<file path="src/rtl/regfile_sb.sv">
// regfile_sb: multi-read, dual-write register file with write bypass and a pending-write scoreboard.
// Revision: 1.0
`default_nettype none

module regfile_sb #(
  parameter int DW = 32,
  parameter int AW = 5,
  parameter int NR = 3
) (
  input  logic             clk,
  input  logic             rst_n,
  input  logic [NR*AW-1:0] ra,
  output logic [NR*DW-1:0] rd,
  output logic [NR-1:0]    rrdy,
  input  logic             we0,
  input  logic [AW-1:0]    wa0,
  input  logic [DW-1:0]    wd0,
  input  logic             we1,
  input  logic [AW-1:0]    wa1,
  input  logic [DW-1:0]    wd1,
  input  logic             iss_en,
  input  logic [AW-1:0]    iss_reg,
  output logic             busy_any
);

  localparam int DEPTH = 1 << AW;

  logic [DW-1:0]    mem [DEPTH];
  logic [DEPTH-1:0] busy;

  logic wr0_ok, wr1_ok, iss_ok;
  assign wr0_ok = we0 && (wa0 != '0);
  assign wr1_ok = we1 && (wa1 != '0);
  assign iss_ok = iss_en && (iss_reg != '0);

  // Statement order sets priority: port 1 data over port 0, issue set over write clear.
  always_ff @(posedge clk or negedge rst_n) begin
    if (!rst_n) begin
      for (int i = 0; i < DEPTH; i++) begin
        mem[i] <= '0;
      end
      busy <= '0;
    end else begin
      if (wr0_ok) begin
        mem[wa0]  <= wd0;
        busy[wa0] <= 1'b0;
      end
      if (wr1_ok) begin
        mem[wa1]  <= wd1;
        busy[wa1] <= 1'b0;
      end
      if (iss_ok) begin
        busy[iss_reg] <= 1'b1;
      end
    end
  end

  // Entry 0 is never set, so the OR covers only real registers.
  assign busy_any = |busy;

  generate
    for (genvar k = 0; k < NR; k++) begin : g_rd
      logic [AW-1:0] addr;
      logic          hit0, hit1;
      assign addr = ra[k*AW +: AW];
      assign hit0 = we0 && (wa0 == addr);
      assign hit1 = we1 && (wa1 == addr);

      always_comb begin
        rd[k*DW +: DW] = mem[addr];
        rrdy[k]        = 1'b1;
        if (addr == '0) begin
          rd[k*DW +: DW] = '0;
        end else begin
          if (hit1) begin
            rd[k*DW +: DW] = wd1;
          end else if (hit0) begin
            rd[k*DW +: DW] = wd0;
          end
          rrdy[k] = !busy[addr] || hit0 || hit1;
        end
      end
    end
  endgenerate

endmodule

`default_nettype wire

</file>
<file path="config.mk">
export PLATFORM = sky130hd
export DESIGN_NAME = regfile_sb
export DESIGN_NICKNAME = d
export VERILOG_FILES = /design/src/rtl/regfile_sb.sv
export SDC_FILE = /design/constraint.sdc
export NUM_CORES = 2
export LEC_CHECK = 0
export CELL_PAD_IN_SITES_DETAIL_PLACEMENT = 1
export CELL_PAD_IN_SITES_GLOBAL_PLACEMENT = 2
export CORE_MARGIN = 2
export CORE_UTILIZATION = 42
export DETAILED_ROUTE_END_ITERATION = 7
export PLACE_DENSITY_LB_ADDON = 0.1
export SYNTH_ARGS = -nofsm -noshare
export SYNTH_HDL_FRONTEND = slang
export SYNTH_SLANG_ARGS = --single-unit
</file>
<file path="constraint.sdc">
create_clock -name clk -period 5.07 [get_ports clk]
set_clock_uncertainty 0.05 [all_clocks]
set_input_delay 1.521 -clock clk [delete_from_list [all_inputs] [get_ports clk]]
set_output_delay 1.521 -clock clk [all_outputs]
set_load 0.1 [all_outputs]
</file>
==> reports/summary.txt <==
root buffer cell - clkbuf_16
CP Launch Type - primary input
Post-Synthesis Cells - 7335
Synth Register Bits - 1056
grt total ovfl - 0
clk buf depth - 3
DRT Pass-1 Iters - 8
total power draw - 37.9 mW
Max-cap violations - 0
share of cells above drive strength 1 - 37.7%
Final Hold Viols - 0
HP Class - register to register
clock slew at reported path FFs - 0.06 ns
Fin Hold WS - 0.366 ns
ANT nets after route - 0
initial antenna violation count - 18
dominant synthesized flop cell - dfrtp_1
crit-path most repeated cell - buf_12
reg2reg end - mem[849]
PortBufs - 198
hold_sp - mem[995]
# nets final - 8216
wire length of the first global-routing pass - 642000 microns
WHS Endpoint - mem[995]
synth warn - 0
Synth async-reset ratio - 100%
syn_area_per_cell - 10.3 sq um
P&R area growth vs syn - 37.7%
H-Tree Level Count - 4
worst r2r path cells - 2
Crit path max-delay family - buffers and inverters
Peak Freq - 0.179 GHz
crit path time final - 5.59 ns
via count - 78400
IO Pins - 199
slowest cell on the critical path - nor4_4
setup ws final - -0.515 ns
die area - 184000 sq um
commonest non-fill, non-tap cells in the layout - 1056 x dfrtp_1, 1015 x mux2i_1, 865 x buf_4, 721 x nand2_1, 667 x mux4_2
largest net degree at the start of global routing - 124
TritonCTS buffer count - 139
DR WL/cell - 44.6 microns
number of global-route vias before repair - 77600
fillers - 18000
GRT Total Usage - 49.9%
initial drt markers - 11100
count of pins over their slew limit - 0
HPWL after DPL - 292000 microns
share of the synthesized area in the top cell type - 34.9%
Die X - 428 microns
critical path's largest stage delay - 0.31 ns
Power Density - 364 nW/um^2
CP max FO - 5
Max-Slew Margin vs Limit - 31.4%
Pleak - 43.9 nW
Die Y - 428 microns
Synth area leader - dfrtp_1
Setup-failing EPs final - 99
Syn Nets - 7434
worst reg2reg setup slack - 4.07 ns
Placer Congestion - 0.989
fin util - 58.3%
violated checks - negative setup slack
CP cell instances - buf_12 > buf_12 > xor2_4 > nor4_4 > buf_4 > and3_4 > buf_12 > buf_16 > buf_12 > buf_4 > nor4_2 > a2111oi_4 > buf_4 > buf_12
row count - 155
CTS tree - done
crit path DAT - 4.01 ns
crit path kind - primary input to output port
status - complete, but fails checks
drt via density - 7.40
TritonCTS Sinks - 1056
core area - 179000 sq um
Worst-Margin Slew - 1.03 ns
Peak VDD IR - 0.268 mV
RSZ-0062 raised after global routing - yes
WP buf/inv - 9
clk_lat worst skew - 0.83 ns
Final period util - 110%
post-synth cell types - 59
Critical Path Sink Type - output port
post-synthesis sequential area ratio - 34.9%
top cells by area, synth - dfrtp_1 35%, mux4_2 20%, mux2i_1 14%, o21ai_0 4.2%, nand2_1 3.8%
Initial Util - 42.4%
hold path cells - 0
Critical Path RT - 3.50 ns
R2R Path Start - mem[849]
drt total wl - 472000 microns
number of synthesized flops with an enable pin - 0
commonest non-fill, non-tap cell in the layout - dfrtp_1
cell area after synthesis - 75700 sq um
drc violations - 0
==> power breakdown <==
part           switching (mW)  internal (mW)  total (mW)
Clock                    4.43           6.09        10.5
Sequential               2.65           10.6        13.2
Combinational            7.32           6.82        14.1
Total                    14.4           23.5        37.9
==> registers in the layout, indices dropped and copies added, names as in the netlist <==
| register | count |
|---|---|
| busy | 32 |
| mem | 1024 |
==> final cells by class <==
class                   count  area, sq um  share of cell area [%]
diodes                     17         42.5                  0.0409
repair buffers           1617        20100                    19.3
clock buffers             208         4110                    3.95
multi-input cells        5263        49800                    47.8
well taps                2355         2950                    2.83
flip-flops and latches   1056        26400                    25.4
inverters                  40          151                   0.145
clock inverters            41          562                   0.539
==> metal layers <==
metal  wire, microns  track usage, %
met5             100               0
met4           43100            36.7
met3           68800            20.3
met2          191000            68.6
met1          169000            62.8
==> per-stage QoR <==
stage	TNS, ns	worst slack (ns)	instances	cell area [sq um]
global route	-32.99	-0.458	10600	104000
floorplan	-11.33	-0.378	7335	76900
finish	-35.91	-0.515	10600	104000
detailed placement	-70.37	-1.31	9942	89700
global placement	-71.03	-1.32	9942	89700
CTS	-32.00	-0.456	10500	102000
==> what timing repair did <==
action                                  4_1_cts  5_1_grt
hold buffers                                  0        0
pin swaps                                   210      167
endpoints found under the hold margin         0        0
gates resized for setup                     728      289
setup buffers                               264      149
endpoints found under the setup margin       99       99
gates cloned                                 50       13
==> cells in the mapped netlist (all sizes together) (72+ instances only) <==
master / number
a221o: 72
o221ai: 93
nor4: 132
mux2i: 1051
clkbuf: 625
nand2: 760
mux2: 92
o21ai: 641
mux4: 667
nor2: 617
a21oi: 559
dfrtp: 1056
buf: 352
==> worst max path at each step <==
stage                start      to  cells past startpoint
floorplan           wa1[2]  rd[33]                      8
global placement    wa1[0]  rd[23]                     10
detailed placement  wa1[2]  rd[23]                     10
CTS                  ra[5]  rd[39]                     13
global route        ra[10]  rd[77]                     11
finish               ra[5]  rd[45]                     14
==> kinds of logic (layout without fill, tap and decap cells) <==
logic type | after synthesis | after routing | share of synthesized area [%]
flops | 1056 | 1056 | 34.9
buf+inv | 1017 | 1906 | 5.90
xor+xnor | 30 | 30 | 0.347
compound gates | 1791 | 1791 | 14.7
mux | 1810 | 1810 | 35.1
simple gates | 1631 | 1632 | 9.01
other cells | 0 | 17 | 0
Note: power is estimated with default switching activity, not from simulation.
